<file path="src/rtl/uart_apb.sv">
// APB-attached 8N1 UART: 16-deep TX/RX FIFOs, programmable baud prescaler,
// sticky raw interrupt flags with mask and write-1-to-clear.

module uart_fifo (
  input  logic       clk_i,
  input  logic       rst_ni,
  input  logic       push_i,
  input  logic       pop_i,
  input  logic [7:0] wdata_i,
  output logic [7:0] rdata_o,
  output logic [4:0] level_o
);
  logic [7:0] mem_q [16];
  logic [3:0] wptr_q, rptr_q;
  logic [4:0] level_q, level_d;
  logic       do_push, do_pop;

  // A push into a full FIFO is accepted only when a pop frees a slot in the same cycle.
  assign do_pop  = pop_i & (level_q != 5'd0);
  assign do_push = push_i & ((level_q != 5'd16) | do_pop);

  always_comb begin
    level_d = level_q;
    if (do_push && !do_pop) level_d = level_q + 5'd1;
    if (do_pop && !do_push) level_d = level_q - 5'd1;
  end

  always_ff @(posedge clk_i) begin
    if (do_push) mem_q[wptr_q] <= wdata_i;
  end

  always_ff @(posedge clk_i) begin
    if (!rst_ni) begin
      wptr_q  <= '0;
      rptr_q  <= '0;
      level_q <= '0;
    end else begin
      if (do_push) wptr_q <= wptr_q + 4'd1;
      if (do_pop)  rptr_q <= rptr_q + 4'd1;
      level_q <= level_d;
    end
  end

  assign rdata_o = mem_q[rptr_q];
  assign level_o = level_q;
endmodule

module uart_core (
  input  logic        clk_i,
  input  logic        rst_ni,
  input  logic        en_i,
  input  logic        txen_i,
  input  logic        rxen_i,
  input  logic [15:0] pr_i,
  input  logic        tx_empty_i,
  input  logic [7:0]  tx_data_i,
  input  logic        rx_i,
  output logic        tx_o,
  output logic        tx_pop_o,
  output logic        tx_done,
  output logic        rx_done,
  output logic        rx_fe_o,
  output logic [7:0]  rx_data_o
);
  typedef enum logic [1:0] {S_IDLE, S_START, S_DATA, S_STOP} state_e;

  state_e      tx_st_q;
  logic [15:0] tx_pres_q;
  logic [3:0]  tx_tcnt_q;
  logic [2:0]  tx_bit_q;
  logic [7:0]  tx_sh_q;
  logic        tx_q, tx_done_q;
  logic        tx_tick, tx_bit_end, tx_go;

  // Each side keeps its own prescaler, restarted when a frame begins, so bit
  // boundaries are aligned to the frame rather than to a free-running tick.
  assign tx_tick    = (tx_pres_q >= pr_i);
  assign tx_bit_end = tx_tick && (tx_tcnt_q == 4'd15);
  assign tx_go      = en_i & txen_i & ~tx_empty_i;
  assign tx_pop_o   = tx_go & ((tx_st_q == S_IDLE) | ((tx_st_q == S_STOP) & tx_bit_end));

  always_ff @(posedge clk_i) begin
    if (!rst_ni || !en_i) begin
      tx_st_q   <= S_IDLE;
      tx_q      <= 1'b1;
      tx_done_q <= 1'b0;
      tx_pres_q <= '0;
      tx_tcnt_q <= '0;
      tx_bit_q  <= '0;
    end else begin
      tx_done_q <= 1'b0;
      tx_pres_q <= (tx_st_q == S_IDLE || tx_tick) ? 16'd0 : tx_pres_q + 16'd1;
      if (tx_st_q != S_IDLE && tx_tick) tx_tcnt_q <= tx_tcnt_q + 4'd1;
      case (tx_st_q)
        S_IDLE: begin
          if (tx_pop_o) begin
            tx_st_q   <= S_START;
            tx_q      <= 1'b0;
            tx_tcnt_q <= '0;
            tx_sh_q   <= tx_data_i;
          end
        end
        S_START: begin
          if (tx_bit_end) begin
            tx_st_q  <= S_DATA;
            tx_q     <= tx_sh_q[0];
            tx_bit_q <= '0;
          end
        end
        S_DATA: begin
          if (tx_bit_end) begin
            tx_sh_q <= {1'b0, tx_sh_q[7:1]};
            if (tx_bit_q == 3'd7) begin
              tx_st_q <= S_STOP;
              tx_q    <= 1'b1;
            end else begin
              tx_bit_q <= tx_bit_q + 3'd1;
              tx_q     <= tx_sh_q[1];
            end
          end
        end
        S_STOP: begin
          if (tx_bit_end) begin
            tx_done_q <= 1'b1;
            if (tx_pop_o) begin
              tx_st_q <= S_START;
              tx_q    <= 1'b0;
              tx_sh_q <= tx_data_i;
            end else begin
              tx_st_q <= S_IDLE;
            end
          end
        end
        default: tx_st_q <= S_IDLE;
      endcase
    end
  end

  assign tx_o    = tx_q;
  assign tx_done = tx_done_q;

  state_e      rx_st_q;
  logic [2:0]  rx_sync_q;
  logic [15:0] rx_pres_q;
  logic [3:0]  rx_tcnt_q;
  logic [2:0]  rx_bit_q;
  logic [7:0]  rx_sh_q;
  logic        rx_done_q, rx_fe_q;
  logic        rx_s, rx_fall, rx_tick, rx_bit_end, rx_on;

  // rx_sync_q[1] is the synchronized line; [2] only serves edge detection.
  assign rx_s       = rx_sync_q[1];
  assign rx_fall    = rx_sync_q[2] & ~rx_sync_q[1];
  assign rx_tick    = (rx_pres_q >= pr_i);
  assign rx_bit_end = rx_tick && (rx_tcnt_q == 4'd15);
  assign rx_on      = en_i & rxen_i;

  always_ff @(posedge clk_i) begin
    if (!rst_ni) rx_sync_q <= 3'b111;
    else         rx_sync_q <= {rx_sync_q[1:0], rx_i};
  end

  always_ff @(posedge clk_i) begin
    if (!rst_ni || !rx_on) begin
      rx_st_q   <= S_IDLE;
      rx_done_q <= 1'b0;
      rx_fe_q   <= 1'b0;
      rx_pres_q <= '0;
      rx_tcnt_q <= '0;
      rx_bit_q  <= '0;
    end else begin
      rx_done_q <= 1'b0;
      rx_fe_q   <= 1'b0;
      rx_pres_q <= (rx_st_q == S_IDLE || rx_tick) ? 16'd0 : rx_pres_q + 16'd1;
      if (rx_st_q != S_IDLE && rx_tick) rx_tcnt_q <= rx_tcnt_q + 4'd1;
      case (rx_st_q)
        S_IDLE: begin
          if (rx_fall) begin
            rx_st_q   <= S_START;
            rx_tcnt_q <= '0;
          end
        end
        S_START: begin
          // Eighth tick is mid start bit; a high line here means a glitch.
          if (rx_tick && rx_tcnt_q == 4'd7) begin
            if (rx_s) begin
              rx_st_q <= S_IDLE;
            end else begin
              rx_st_q   <= S_DATA;
              rx_tcnt_q <= '0;
              rx_bit_q  <= '0;
            end
          end
        end
        S_DATA: begin
          if (rx_bit_end) begin
            rx_sh_q  <= {rx_s, rx_sh_q[7:1]};
            rx_bit_q <= rx_bit_q + 3'd1;
            if (rx_bit_q == 3'd7) rx_st_q <= S_STOP;
          end
        end
        S_STOP: begin
          if (rx_bit_end) begin
            if (rx_s) rx_done_q <= 1'b1;
            else      rx_fe_q   <= 1'b1;
            rx_st_q <= S_IDLE;
          end
        end
        default: rx_st_q <= S_IDLE;
      endcase
    end
  end

  assign rx_done   = rx_done_q;
  assign rx_fe_o   = rx_fe_q;
  assign rx_data_o = rx_sh_q;
endmodule

module uart_apb (
  input  logic        PCLK,
  input  logic        PRESETn,
  input  logic [31:0] PADDR,
  input  logic        PWRITE,
  input  logic        PSEL,
  input  logic        PENABLE,
  input  logic [31:0] PWDATA,
  output logic [31:0] PRDATA,
  output logic        PREADY,
  output logic        IRQ,
  input  logic        rx,
  output logic        tx
);
  localparam logic [7:0] A_RXDATA = 8'h00, A_TXDATA = 8'h04, A_PR    = 8'h08,
                         A_CTRL   = 8'h0C, A_TXLVL  = 8'h10, A_RXLVL = 8'h14,
                         A_IM     = 8'h30, A_MIS    = 8'h34, A_RIS   = 8'h38,
                         A_IC     = 8'h3C;

  logic [7:0]  addr;
  logic        wr_en, rd_en;
  logic [15:0] pr_q, pr_d;
  logic [2:0]  ctrl_q, ctrl_d;
  logic [5:0]  im_q, im_d, ris_q, ris_d, ris_set, ris_clr;
  logic        irq_q;
  logic [4:0]  tx_lvl, rx_lvl;
  logic [7:0]  tx_head, rx_head, rx_byte;
  logic        tx_pop, tx_done_w, rx_done_w, rx_fe, rx_pop, rx_ovr;
  logic        unused_bits;

  assign addr        = PADDR[7:0];
  assign wr_en       = PSEL & PENABLE & PWRITE;
  assign rd_en       = PSEL & PENABLE & ~PWRITE;
  assign unused_bits = ^{PADDR[31:8], PWDATA[31:16]};

  assign rx_pop = rd_en && (addr == A_RXDATA);
  assign rx_ovr = rx_done_w && (rx_lvl == 5'd16) && !rx_pop;

  uart_fifo u_txf (
    .clk_i   (PCLK),
    .rst_ni  (PRESETn),
    .push_i  (wr_en && (addr == A_TXDATA)),
    .pop_i   (tx_pop),
    .wdata_i (PWDATA[7:0]),
    .rdata_o (tx_head),
    .level_o (tx_lvl)
  );

  uart_fifo u_rxf (
    .clk_i   (PCLK),
    .rst_ni  (PRESETn),
    .push_i  (rx_done_w),
    .pop_i   (rx_pop),
    .wdata_i (rx_byte),
    .rdata_o (rx_head),
    .level_o (rx_lvl)
  );

  uart_core instance_to_wrap (
    .clk_i      (PCLK),
    .rst_ni     (PRESETn),
    .en_i       (ctrl_q[0]),
    .txen_i     (ctrl_q[1]),
    .rxen_i     (ctrl_q[2]),
    .pr_i       (pr_q),
    .tx_empty_i (tx_lvl == 5'd0),
    .tx_data_i  (tx_head),
    .rx_i       (rx),
    .tx_o       (tx),
    .tx_pop_o   (tx_pop),
    .tx_done    (tx_done_w),
    .rx_done    (rx_done_w),
    .rx_fe_o    (rx_fe),
    .rx_data_o  (rx_byte)
  );

  // Set wins over a same-cycle clear, so a still-true level condition survives IC.
  always_comb begin
    ris_set = {rx_ovr, rx_fe, rx_done_w & ~rx_ovr, tx_done_w, rx_lvl != 5'd0, tx_lvl == 5'd0};
    ris_clr = (wr_en && addr == A_IC) ? PWDATA[5:0] : 6'd0;
    ris_d   = (ris_q & ~ris_clr) | ris_set;
    pr_d    = (wr_en && addr == A_PR)   ? PWDATA[15:0] : pr_q;
    ctrl_d  = (wr_en && addr == A_CTRL) ? PWDATA[2:0]  : ctrl_q;
    im_d    = (wr_en && addr == A_IM)   ? PWDATA[5:0]  : im_q;
  end

  always_ff @(posedge PCLK) begin
    if (!PRESETn) begin
      pr_q   <= '0;
      ctrl_q <= '0;
      im_q   <= '0;
      ris_q  <= '0;
      irq_q  <= 1'b0;
    end else begin
      pr_q   <= pr_d;
      ctrl_q <= ctrl_d;
      im_q   <= im_d;
      ris_q  <= ris_d;
      irq_q  <= |(ris_q & im_q);
    end
  end

  always_comb begin
    PRDATA = '0;
    case (addr)
      A_RXDATA: PRDATA = {24'd0, (rx_lvl == 5'd0) ? 8'd0 : rx_head};
      A_PR:     PRDATA = {16'd0, pr_q};
      A_CTRL:   PRDATA = {29'd0, ctrl_q};
      A_TXLVL:  PRDATA = {27'd0, tx_lvl};
      A_RXLVL:  PRDATA = {27'd0, rx_lvl};
      A_IM:     PRDATA = {26'd0, im_q};
      A_MIS:    PRDATA = {26'd0, ris_q & im_q};
      A_RIS:    PRDATA = {26'd0, ris_q};
      default:  PRDATA = '0;
    endcase
  end

  assign PREADY = 1'b1;
  assign IRQ    = irq_q;
endmodule

</file>
<file path="config.mk">
export PLATFORM = sky130hd
export DESIGN_NAME = uart_apb
export DESIGN_NICKNAME = d
export VERILOG_FILES = /design/src/rtl/uart_apb.sv
export SDC_FILE = /design/constraint.sdc
export NUM_CORES = 1
export LEC_CHECK = 0
export CELL_PAD_IN_SITES_DETAIL_PLACEMENT = 0
export CELL_PAD_IN_SITES_GLOBAL_PLACEMENT = 1
export CORE_ASPECT_RATIO = 1.75
export CORE_MARGIN = 2
export CORE_UTILIZATION = 53
export CTS_CLUSTER_DIAMETER = 100
export DETAILED_ROUTE_END_ITERATION = 7
export PLACE_DENSITY_LB_ADDON = 0.1
export RECOVER_POWER = 25
export SYNTH_ARGS = -nofsm -noshare
export SYNTH_HDL_FRONTEND = slang
export SYNTH_HIERARCHICAL = 1
export SYNTH_SLANG_ARGS = --single-unit
export TNS_END_PERCENT = 20
</file>
<file path="constraint.sdc">
create_clock -name PCLK -period 7.35 [get_ports PCLK]
set_clock_uncertainty 0.05 [all_clocks]
set_input_delay 2.205 -clock PCLK [delete_from_list [all_inputs] [get_ports PCLK]]
set_output_delay 2.205 -clock PCLK [all_outputs]
set_load 0.03 [all_outputs]
</file>
== Yosys cells after proc, flatten, opt, wreduce, memory -nomap -nowiden ==
Memories as Yosys holds them, arrays and structs flattened. A register that Yosys moved wholly into a read port is not among the register bits.
Index checks and enable logic that the tools add are counted.
Word-level totals
  register bits after elaboration: 131
  bits in writable memories: 256
  input port bits: 70
  output and inout bits: 35
  logic and storage cells: 222
  memories: 2
Memory list
  u_rxf.mem_q: words 16, width 8, read ports 1, clocked after Yosys merged registers in 1, write ports 1, line 13  | logic [7:0] mem_q [16];
  u_txf.mem_q: words 16, width 8, read ports 1, clocked after Yosys merged registers in 1, write ports 1, line 13
Operators by class
  $add $sub $neg: 14
  order comparisons: 2
  equality and inequality tests: 35
  muxes and demuxes: 58
  bitwise gates (word level): 30
  reductions and logical operators: 55
Operators with widths (number)
  16-bit case mux with 8 select lines: 1
  4-bit two-way mux: 11
  16-bit by 1-bit adder with 16-bit output (second input constant): 2
  8-bit by 6-bit equality test with 1-bit output (second input constant): 4
  16-bit greater-or-equal comparator: 2
  8-bit two-way mux: 4
  4-bit by 1-bit adder with 4-bit output (second input constant): 6
  8-bit case mux with 3 select lines: 1
  2-bit two-way mux: 11
  5-bit two-way mux: 4
  3-bit two-way mux: 6
  2-bit by 1-bit != test with 1-bit output (second input constant): 9
  1-bit logical AND: 17
  8-bit by 4-bit equality test with 1-bit output (second input constant): 2
  8-bit by 5-bit equality test with 1-bit output (second input constant): 2
  2-bit case mux with 4 select lines: 2
  1-bit bitwise AND: 14
  1-bit two-way mux: 13
  6-bit bitwise AND: 2
  3-bit case mux with 2 select lines: 2
  4-bit AND reduction: 3
  2-bit nonzero test: 6
  5-bit by 1-bit adder with 5-bit output (second input constant): 2
  5-bit logical NOT: 2
  29 further kinds: 66

== Longest topological paths before layout ==
Gate-level depths: netlist of the first run.
  word-level depth: 11
  gate-level depth with buffers: 17
  mapped depth without buffers: 16

== Cells and area by module ==
The synthesis of the first run kept the hierarchy.
Modules (own cells, without submodules)
  uart_fifo (u_rxf): times used 1, cells an instance 324, area each 5869.4 sq um, seq. area each 4184.0 sq um
  uart_fifo (u_txf): times used 1, cells an instance 323, area each 5851.9 sq um, seq. area each 4184.0 sq um
  uart_core: times used 1, cells an instance 440, area each 4077.7 sq um, seq. area each 1621.6 sq um
  uart_apb: times used 1, cells an instance 230, area each 1913.1 sq um, seq. area each 640.6 sq um

== Worst setup path after synthesis of the first run ==
Ideal clock, no wire load.
  kind: input-to-output
  start point: in PADDR[5]
  end point: out PRDATA[4]
  arrival: 3.587 ns
  data required time: 5.095 ns
  slack: 1.508 ns
  stages on the path: 3
  path buffers: 0
  cell sequence: nor4b_1 > a2bb2oi_1 > o21ai_0
Between the ends
  word-level cells in the longest chain between the ends: 2
  elaborated cells on any way between the ends: 9
  those cells by class: 7 x eq/ne; 1 x mux; 1 x reduce/logical
Ends and longest elaborated chain
  from (decl): line 222  | input logic [31:0] PADDR,
  8-bit by 6-bit equality test with 1-bit output, or another cell as far along: line 323  | case (addr)
  16-bit case mux with 8 select lines (*): line 323
  to (decl): line 227  | output logic [31:0] PRDATA,
Every way passes the cells marked *; elsewhere a longest branch is shown, timed or not.

== Worst setup path in the final report of the first run ==
  start point: in PADDR[5]
  end point: out PRDATA[6]
Same word-level chain as after synthesis.

==> out/qor.yml, run 1 <==
floorplanning:
  num_rows: 88
  die_h_um: 246
  die_area_mm2: 0.0350
  die_w_um: 142
  initial_core_util: 0.538
  boundaryPins: 105
  core_mm2: 0.0329
routing:
  drc: 0
  drtAntennaViolNets: 0
  wl_um: 39100
  num_vias: 10400
  drt_iter0_drc: 533
  routedWlPerCell_um: 21.7
  firstDrtPassIters: 5
  viasPerCell: 5.79
synthesis:
  synth_cell_types: 88
  syn_area_mm2: 0.0177
  yosysSeqAreaShare: 0.600
  yosys.area.top_type: "edfxtp_1"
  avgSynthCellArea_um2: 13.4
  synth-seq-cells: 395
  async_flop_share: 0
  yosysWarnings: 6
  synth-edff-count: 272
  yosysTopAreaCellShare: 0.461
  syn_inst: 1317
  ys_top_cells_by_area: "edfxtp_1, dfxtp_1, mux4_2, ha_1, nand2_1"
  synth_top_flop_cell: "edfxtp_1"
finish:
  drive_gt1_frac: 0.136
  fillers: 2581
  diodes: 0
  syn2layout_area_growth_pct: 11.5
  nets: 1500
worst_setup_path:
  r2r-end: "u_txf/level_o[4]"
  reg2reg_depth: 15
  critPathCaptureType: "output pin"
  critPathArrivalTime_ns: 4.70
  crit_fanout: 6
  r2r-start: "pr_q[0]"
  r2r_setup_slack_ns: 2.73
  path_class: "input port to output pin"
  required_ns: 5.10
  crit_path_start_kind: "input port"
global_route:
  antenna_found_initial: 0
  grt_pass1_wl_um: 60500
  grt_max_degree: 48
  grt_overflow: 0
  grt_usage: 0.230
  first_global_vias: 10800
sta:
  hold_viol_final: 0
  slew_headroom: 0.316
  fin_crit_ns: 6.95
  tns_ns: 0
  rsz0062_at_grt: "no"
  max_freq_ghz: 0.144
  final_max_slew_viol_count: 0
  worst_slew_pin_slew_ns: 1.02
  setup_violations: 0
  fin_crit_sh: 0.946
power:
  irDropWorstVdd_mv: 0.235
  power_w: 0.00433
  powerDensity_mw_per_mm2: 219
  p_leak_nw: 6.67
hold_path:
  min_path_type: "flop to flop"
  whs_path_depth: 1
  min-delay-start: "instance_to_wrap/rx_sync_q[0]"
  min_to: "instance_to_wrap/rx_sync_q[1]"
run_status:
  status: "finished clean"
cts:
  numCtsBuffers: 37
  tritoncts: "done"
  clock_latency_ns: 0.55
  cts_setup_buffers: 0
  clock_sink_count: 395
  clockRootBuffer: "clkbuf_16"
  clockBufferDepth: 3
  clk_pin_slew_ns: 0.06
  ctsHoldBuffers: 0
  htreeDepth: 2
  cts_resized: 0
flow_run:
  drv_cap: 0
place:
  dp_hpwl_um: 28600
  place_congestion: 0.823
  port_buffers: 47
## final cells by class
| class | instances | area [um2] | area share |
|---|---|---|---|
| clock inverter | 18 | 174 | 0.00881 |
| multi-input combinational | 825 | 6610 | 0.335 |
| tap | 405 | 507 | 0.0257 |
| inverter | 41 | 154 | 0.00780 |
| sequential | 395 | 10600 | 0.539 |
| clock buffer | 50 | 1030 | 0.0522 |
| timing repair buffer | 66 | 632 | 0.0320 |
## registers in the layout (all words and copies together), names as in the netlist, 4 cells and up, named ones only
register / flops
im_q: 6
instance_to_wrap/rx_data_o: 8
instance_to_wrap/rx_pres_q: 16
instance_to_wrap/rx_tcnt_q: 4
instance_to_wrap/tx_pres_q: 16
instance_to_wrap/tx_sh_q: 8
instance_to_wrap/tx_tcnt_q: 4
pr_q: 16
ris_q: 6
u_rxf/level_o: 5
u_rxf/mem_q: 128
u_rxf/rptr_q: 4
u_rxf/wptr_q: 4
u_txf/level_o: 5
u_txf/mem_q: 128
u_txf/rptr_q: 4
u_txf/wptr_q: 4
## per-layer routing
metal,global-route usage,share of wire,vias up
met5,0,0,-
met4,0.0932,0.035,0
met3,0.0323,0.033,61
met2,0.457,0.58,156
met1,0.235,0.35,5178
li1,-,-,5026
## layout by cell type (no fill, tap or decap), drive strengths merged, types with 5 or more instances in the layout
cell and count:
nor2 100, mux2 5, a221o 5, o21a 17, mux2i 33, and3 20, a31oi 6, o211ai 5
conb 17, nand2b 33, a21oi 35, xnor2 18, and4 9, and2 23, clkbuf 51, dfxtp 123
clkdlybuf4s50 39, nand4 15, nand3 36, ha 62, nand2 113, clkinv 10, inv 44, xor2 21
edfxtp 272, nor3 14, o21ai 33, a22oi 39, a32oi 8, mux4 64, buf 24, or4 7
nor2b 14, nand3b 5, nor4 9
## cell usage after synthesis (all sizes together) (20+ instances only)
cell type,number
mux4,64
inv,40
and2,23
clkbuf,32
and3,20
nand3,36
ha,62
nand2b,33
edfxtp,272
xor2,21
dfxtp,123
o21ai,33
a22oi,39
nor2,100
buf,39
a21oi,35
mux2i,33
nand2,113
## through the flow
| stage | hold WS [ns] | instances | instance area [um2] | worst slack [ns] | utilization |
|---|---|---|---|---|---|
| 2_1_floorplan | 0.336 | 1332 | 17800 | 1.51 | - |
| 3_3_place_gp | 0.347 | 1732 | 18500 | 0.443 | 0.563 |
| 3_5_place_dp | 0.347 | 1732 | 18500 | 0.438 | 0.563 |
| 4_1_cts | 0.359 | 1800 | 19700 | 0.411 | 0.600 |
| 5_1_grt | 0.378 | 1800 | 19700 | 0.316 | 0.600 |
| 6_report | 0.359 | 1800 | 19700 | 0.395 | 0.600 |
## power by group
part / internal, W / leakage [nW] / total, W / switching, W
clock: 0.00104 / 0.589 / 0.00188 / 0.000840
sequential: 0.00236 / 3.45 / 0.00237 / 0.00000534
combinational: 0.0000250 / 2.63 / 0.0000800 / 0.0000551
## how the worst max path moves through the flow
stage / slack [ns] / to / start
detailed placement: 0.44 / PRDATA[6] / PADDR[5]
global placement: 0.44 / PRDATA[6] / PADDR[5]
CTS: 0.41 / PRDATA[6] / PADDR[5]
floorplan: 1.51 / PRDATA[4] / PADDR[5]
global route: 0.32 / PRDATA[6] / PADDR[5]
finish: 0.40 / PRDATA[6] / PADDR[5]
## critical path, stage by stage
cell,delay [ns]
clkdlybuf4s50_1,0.54
or4_1,0.65
nor2_1,0.34
a22o_1,0.27
clkdlybuf4s50_1,0.69
## cells by family after synthesis
kind of cell / Yosys count / synth area share
AND/OR/NAND/NOR: 415 / 0.122
flip-flops: 395 / 0.600
AO/OA/AOI/OAI: 188 / 0.0789
buffers and inverters: 112 / 0.0301
multiplexers: 102 / 0.103
adder cells (fa/ha/maj): 64 / 0.0461
XOR/XNOR: 39 / 0.0193
other: 2 / 0.000424
Note: power is estimated with default switching activity, not from simulation.
==> run 2, diff against run 1 <==
--- a/config.mk
+++ b/config.mk
@@ -5,14 +5,13 @@
 export SDC_FILE = /design/constraint.sdc
 export NUM_CORES = 1
 export LEC_CHECK = 0
-export CELL_PAD_IN_SITES_DETAIL_PLACEMENT = 0
-export CELL_PAD_IN_SITES_GLOBAL_PLACEMENT = 1
+export ABC_CLOCK_PERIOD_IN_PS = 7350
 export CORE_ASPECT_RATIO = 1.75
 export CORE_MARGIN = 2
-export CORE_UTILIZATION = 53
+export CORE_UTILIZATION = 64
 export CTS_CLUSTER_DIAMETER = 100
 export DETAILED_ROUTE_END_ITERATION = 7
-export PLACE_DENSITY_LB_ADDON = 0.1
+export PLACE_DENSITY = 0.83
 export RECOVER_POWER = 25
 export SYNTH_ARGS = -nofsm -noshare
 export SYNTH_HDL_FRONTEND = slang
==> out/qor.yml, run 2 (synthesis results as in run 1) <==
hold_path:
  whs_path_depth: 1  # unchanged
  min_to: "instance_to_wrap/rx_sync_q[1]"
  min-delay-start: "instance_to_wrap/rx_sync_q[0]"
  min_path_type: "flop to flop"
power:
  powerDensity_mw_per_mm2: 216  # -1.6%
  p_int_w: 0.00335  # -2.2%
  power_w: 0.00421  # -2.7%
  irDropWorstVdd_mv: 0.363  # +54%
  power_frac_seq: 0.561  # +0.015
  switchingPower_w: 0.000860  # -4.5%
  clockPowerShare: 0.420  # -0.015
  power_frac_comb: 0.019  # about the same
  switching_share: 0.204  # -0.00383
  p_leak_nw: 6.59  # -1.3%
finish:
  diodes: 0  # unchanged
  layout_commonest_cell: "edfxtp_1"
  final_cell_mix: "edfxtp_1, dfxtp_1, nand2_1"
  multi_input_area_mm2: 0.00661  # unchanged
  drive_gt1_frac: 0.133  # -0.00364
  syn2layout_area_growth_pct: 10.2
  utilization: 0.717  # +0.117
  nets: 1496  # -0.27%
  fillers: 1769  # -31%
  regArea_mm2: 0.0106  # unchanged
  reg_top3: "u_rxf/mem_q (128), u_txf/mem_q (128)"
sta:
  rsz0062_at_grt: "no"
  tns_ns: 0  # unchanged
  hold_viol_final: 0  # unchanged
  slew_headroom: -0.0632  # -0.380
  worst_slew_pin_slew_ns: 1.59  # +0.575 ns
  fin_crit_sh: 0.942  # -0.00426
  max_freq_ghz: 0.144  # +0.45%
  setup_violations: 0  # unchanged
  final_max_slew_viol_count: 34  # +34
  fin_crit_ns: 6.92  # -0.0313 ns
  setup_ws_ns: 0.427  # +0.0313 ns
worst_setup_path:
  r2r_setup_slack_ns: 2.65  # -0.08 ns
  crit_path_start_kind: "input port"
  path_class: "input port to output pin"
  critPathArrivalTime_ns: 4.67  # -0.03 ns
  r2r-start: "pr_q[0]"
  crit_fanout: 6  # unchanged
  reg2reg_depth: 15  # unchanged
  critPathCaptureType: "output pin"
  r2r-end: "u_txf/level_o[4]"
  required_ns: 5.10  # about the same
global_route:
  gr-usage-met1: 0.295  # +0.0602
  first_global_vias: 11400  # +5.9%
  grt_usage: 0.286  # +0.0562
  grt_overflow: 0  # unchanged
  gr-usage-met3: 0.0399  # +0.00756
  grt_max_degree: 34  # -29%
  use_met2: 0.541  # +0.0835
  antenna_found_initial: 0  # unchanged
  grt-busiest-layer: "met2"
  grt_pass1_wl_um: 62500  # +3.1%
floorplanning:
  die_h_um: 224  # -8.9%
  boundaryPins: 105  # unchanged
  initial_core_util: 0.651  # +0.113
  die_area_mm2: 0.0291  # -17%
  num_rows: 80  # -9.1%
  die_w_um: 130  # -8.7%
  core_mm2: 0.0272  # -17%
cts:
  numCtsBuffers: 35  # -5.4%
  tritoncts: "done"
  cts_setup_buffers: 0  # unchanged
  cts_resized: 0  # unchanged
  clk_pin_slew_ns: 0.07  # about the same
  clockRootBuffer: "clkbuf_16"
  clock_sink_count: 395  # unchanged
  htreeDepth: 2  # unchanged
  clockBufferDepth: 3  # unchanged
  clock_latency_ns: 0.54  # about the same
  ctsHoldBuffers: 0  # unchanged
run_status:
  status: "finished with violations"
  violations: "capacitance limit, slew limit"
routing:
  drt_iter0_drc: 913  # +71%
  num_vias: 11000  # +5.7%
  drtAntennaViolNets: 0  # unchanged
  viasPerCell: 6.27  # +8.3%
  routedWlPerCell_um: 23.1  # +6.2%
  firstDrtPassIters: 7  # +2
  wl_um: 40500  # +3.7%
  drc: 0  # unchanged
place:
  dp_hpwl_um: 28400  # -0.39%
  place_congestion: 0.898  # +9.2%
  dpl_worst_slack_ns: 0.459  # +0.0212 ns
  port_buffers: 47  # unchanged
flow_run:
  drv_cap: 1  # +1
## run 2: changes by cell type in the layout (fill, tap and decap cells not counted), sizes merged
cell	previous run	this run
clkinv	10	8
clkinvlp	4	8
buf	24	28
clkdlybuf4s50	39	32
clkbuf	51	45
inv	44	43
bufinv	1	2
## run 2: final cells by class
| cell class | count | share of cell area |
|---|---|---|
| inverter | 41 | 0.00789 |
| tap | 369 | 0.0237 |
| multi-input combinational | 825 | 0.339 |
| clock buffer | 43 | 0.0469 |
| timing repair buffer | 64 | 0.0286 |
| clock inverter | 20 | 0.00898 |
| sequential | 395 | 0.545 |
## run 2: worst max-delay path by stage
stage	from	to	slack (ns)	depth (start not counted)
after floorplan	PADDR[5]	PRDATA[4]	1.51	3
after global placement	PADDR[5]	PRDATA[0]	0.47	5
after CTS	PADDR[5]	PRDATA[0]	0.43	5
final	PADDR[5]	PRDATA[0]	0.43	5
after global routing	PADDR[5]	PRDATA[0]	0.34	5
after detailed placement	PADDR[5]	PRDATA[7]	0.46	5
## run 2: metal layers
metal | share of wire | vias to the layer above
met4 | 0.062 | 0
met5 | 0 | -
met2 | 0.56 | 423
met1 | 0.33 | 5428
li1 | - | 5033
met3 | 0.046 | 128
## run 2: power by group through the flow
stage	clock [W]	combinational, W	sequential [W]
floorplan	0	0.0000463	0.00241
global placement	0	0.0000767	0.00241
detailed placement	0	0.0000788	0.00241
CTS	0.00179	0.0000794	0.00236
global route	0.00187	0.0000858	0.00236
finish	0.00177	0.0000799	0.00236
## run 2: critical path, cell delays in order
cell and delay, ns:
clkdlybuf4s50_1 0.54, or4_1 0.65, nor2_1 0.31, a221o_1 0.25
clkdlybuf4s50_1 0.70
## run 2: through the flow
| step | hold slack (ns) | cells | area (um2) |
|---|---|---|---|
| 2_1_floorplan | 0.336 | 1332 | 17800 |
| 3_3_place_gp | 0.346 | 1694 | 18400 |
| 3_5_place_dp | 0.343 | 1694 | 18400 |
| 4_1_cts | 0.359 | 1757 | 19500 |
| 5_1_grt | 0.388 | 1757 | 19500 |
| 6_report | 0.359 | 1757 | 19500 |
==> run 3, diff against run 2 <==
--- a/config.mk
+++ b/config.mk
@@ -15,6 +15,5 @@
 export RECOVER_POWER = 25
 export SYNTH_ARGS = -nofsm -noshare
 export SYNTH_HDL_FRONTEND = slang
-export SYNTH_HIERARCHICAL = 1
 export SYNTH_SLANG_ARGS = --single-unit
 export TNS_END_PERCENT = 20
==> out/qor.yml, run 3 <==
run_status:
  status: "finished clean"
cts:
  cts_resized: 0  # unchanged
  tritoncts: "done"
  clk_pin_slew_ns: 0.06  # about the same
  clock_latency_ns: 0.54  # about the same
  clockBufferDepth: 3  # unchanged
  clockRootBuffer: "clkbuf_16"
  htreeDepth: 2  # unchanged
  numCtsBuffers: 35  # unchanged
  clock_sink_count: 395  # unchanged
  cts_setup_buffers: 0  # unchanged
  ctsHoldBuffers: 0  # unchanged
worst_setup_path:
  cp-startpoint: "PADDR[3]"
  critPathCaptureType: "output pin"
  cp_cell_sequence: "clkdlybuf4s50_1, or4_1, or2_0, or2_1, o21ai_0, clkdlybuf4s50_1"
  max_stage_delay_ns: 0.76  # +0.06 ns
  crit_slowest_cell: "clkdlybuf4s50_1"
  critPathArrivalTime_ns: 5.04  # +0.37 ns
  crit_top_cell: "clkdlybuf4s50_1"
  r2r-start: "pr_q[13]"
  path_class: "input port to output pin"
  crit_fanout: 5  # -1
  required_ns: 5.10  # about the same
  crit_path_start_kind: "input port"
  reg2reg_depth: 15  # unchanged
synthesis:
  yosysTopAreaCellShare: 0.480  # +0.0188
  synth_simple_gate_area_frac: 0.0980  # -0.0238
  avgSynthCellArea_um2: 13.6  # +1.4%
  synth-seq-cells: 395  # unchanged
  synth-edff-count: 272  # unchanged
  syn_inst: 1248  # -5.2%
  synth-xor-area-share: 0.0237  # +0.00439
  syn_area_mm2: 0.0170  # -3.9%
  synth_top_flop_cell: "edfxtp_1"
  yosysSeqAreaShare: 0.625  # +0.0245
  muxShareOfSynthArea: 0.115  # +0.0121
  synthAdderAreaFrac: 0.0487  # +0.00261
  async_flop_share: 0  # unchanged
  synth.most_common_cell: "edfxtp_1"
  ys_top_cells_by_count: "edfxtp_1, nand2_1, dfxtp_1"
  synth_compound_area_frac: 0.0582  # -0.0207
  synth_cell_types: 64  # -27%
  synth_top_family_by_area: "multiplexers"
  yosysWarnings: 0  # -6
  yosys.area.top_type: "edfxtp_1"
  ys_top_cells_by_area: "edfxtp_1, dfxtp_1, mux4_2, ha_1, nand2_1"
flow_run:
  drv_cap: 0  # -1
routing:
  viasPerCell: 6.41  # +2.3%
  routedWlPerCell_um: 23.5  # +1.8%
  firstDrtPassIters: 8  # +1
  drt_iter0_drc: 947  # +3.7%
  num_vias: 10600  # -3.9%
  drc: 0  # unchanged
  wl_um: 38700  # -4.4%
  drtAntennaViolNets: 0  # unchanged
sta:
  setup_violations: 0  # unchanged
  tns_ns: 0  # unchanged
  fin_crit_ns: 7.30  # +0.376 ns
  final_max_slew_viol_count: 0  # -100%
  fin_crit_sh: 0.993  # +0.0511
  rsz0062_at_grt: "no"
  worst_slew_pin_slew_ns: 1.21  # -0.384 ns
  hold_viol_final: 0  # unchanged
  max_freq_ghz: 0.137  # -5.2%
  hold_ws_ns: 0.380  # +0.0211 ns
  slew_headroom: 0.190  # +0.253
global_route:
  gr-usage-met3: 0.0352  # -0.00468
  grt_overflow: 0  # unchanged
  grt-busiest-layer: "met2"
  gr-usage-met1: 0.310  # +0.0153
  antenna_found_initial: 0  # unchanged
  first_global_vias: 10600  # -6.7%
  grt_pass1_wl_um: 59700  # -4.4%
  grt_max_degree: 54  # +59%
  grt_usage: 0.285  # -0.00122
  use_met2: 0.536  # -0.00461
finish:
  reg_top3: "u_rxf.mem_q (128), u_txf.mem_q (128)"
  diodes: 0  # unchanged
  syn2layout_area_growth_pct: 11.1
  drive_gt1_frac: 0.123  # -0.00973
  nets: 1435  # -4.1%
  final_cell_mix: "edfxtp_1, nand2_1, dfxtp_1"
  final_cell_count_no_fill: 1651  # -6.0%
  layout_commonest_cell: "edfxtp_1"
place:
  port_buffers: 47  # unchanged
  place_congestion: 0.921  # +2.6%
  placed_cells: 1587  # -6.3%
  dp_hpwl_um: 26200  # -8.0%
power:
  p_leak_nw: 6.34  # -3.7%
  power_w: 0.00421  # about the same
  powerDensity_mw_per_mm2: 223  # +3.1%
  irDropWorstVdd_mv: 0.276  # -24%
floorplanning:
  boundaryPins: 105  # unchanged
  die_w_um: 127  # -1.9%
  core_mm2: 0.0264  # -3.1%
  num_rows: 79  # -1.3%
  die_area_mm2: 0.0280  # -3.8%
  initial_core_util: 0.645  # -0.00574
  die_h_um: 220  # -1.9%
hold_path:
  min-delay-start: "instance_to_wrap.rx_sync_q[0]"
  min_path_type: "flop to flop"
  whs_path_depth: 1  # unchanged
-- run 3: changes by cell type in the layout (fill, tap and decap cells not counted), sizes merged, moves of 9 or more --
cell | previous run | this run
a22oi | 39 | 9
a21oi | 35 | 64
nand2b | 33 | 14
nor2 | 100 | 119
mux2i | 33 | 16
mux4 | 64 | 79
nand2 | 113 | 128
o21a | 17 | 2
a21o | 2 | 14
nor2b | 14 | 2
and2 | 23 | 13
nand3 | 36 | 27
-- run 3: path summary, 6_finish.rpt --
check | end | slack [ns]
worst max-delay path | PRDATA[1] | 0.05
worst min-delay path | instance_to_wrap.rx_sync_q[1] | 0.38
worst max register to register | u_txf.level_o[4] | 3.17
worst min register to register | instance_to_wrap.rx_sync_q[1] | 0.38
-- run 3: routing by layer --
layer	wire length, um	vias up
li1	-	4709
met4	2110	0
met3	2110	140
met2	21300	521
met1	13200	5213
met5	0	-
-- run 3: kinds of logic after synthesis --
group | count (synthesis)
other cells | 2
simple gates | 371
compound gates | 157
mux | 97
flops | 395
buf+inv | 115
fa+ha+maj | 65
xor+xnor | 46
-- run 3: layout make-up --
cell class,instances,area (um2)
clock buffers,47,973
repair buffers,65,642
well taps,324,405
multi-input cells,753,5930
inverters,50,188
fillers,1605,7480
clock inverters,17,134
flip-flops and latches,395,10600
-- run 3: power breakdown --
part	total (W)	leakage, nW	internal [W]	switching, W
Sequential	0.00236	3.45	0.00236	0.000000906
Combinational	0.0000601	2.36	0.0000171	0.0000431
Clock	0.00179	0.530	0.000979	0.000811
Total	0.00421	6.34	0.00335	0.000855
-- run 3: metrics by stage --
step / area, um2 / util / worst slack, ns
3_3_place_gp: 17800 / 0.675 / 0.204
3_5_place_dp: 17800 / 0.675 / 0.194
6_report: 18900 / 0.716 / 0.0507
5_1_grt: 18900 / 0.716 / 0.0766
2_1_floorplan: 17100 / - / 1.06
4_1_cts: 18900 / 0.717 / 0.143
-- run 3: critical path: cells and delay by family --
kind | cells | cell delay (ns)
AOI/OAI and AO/OA | 1 | 0.38
buffers and inverters | 2 | 1.28
and+or+nand+nor | 3 | 1.17
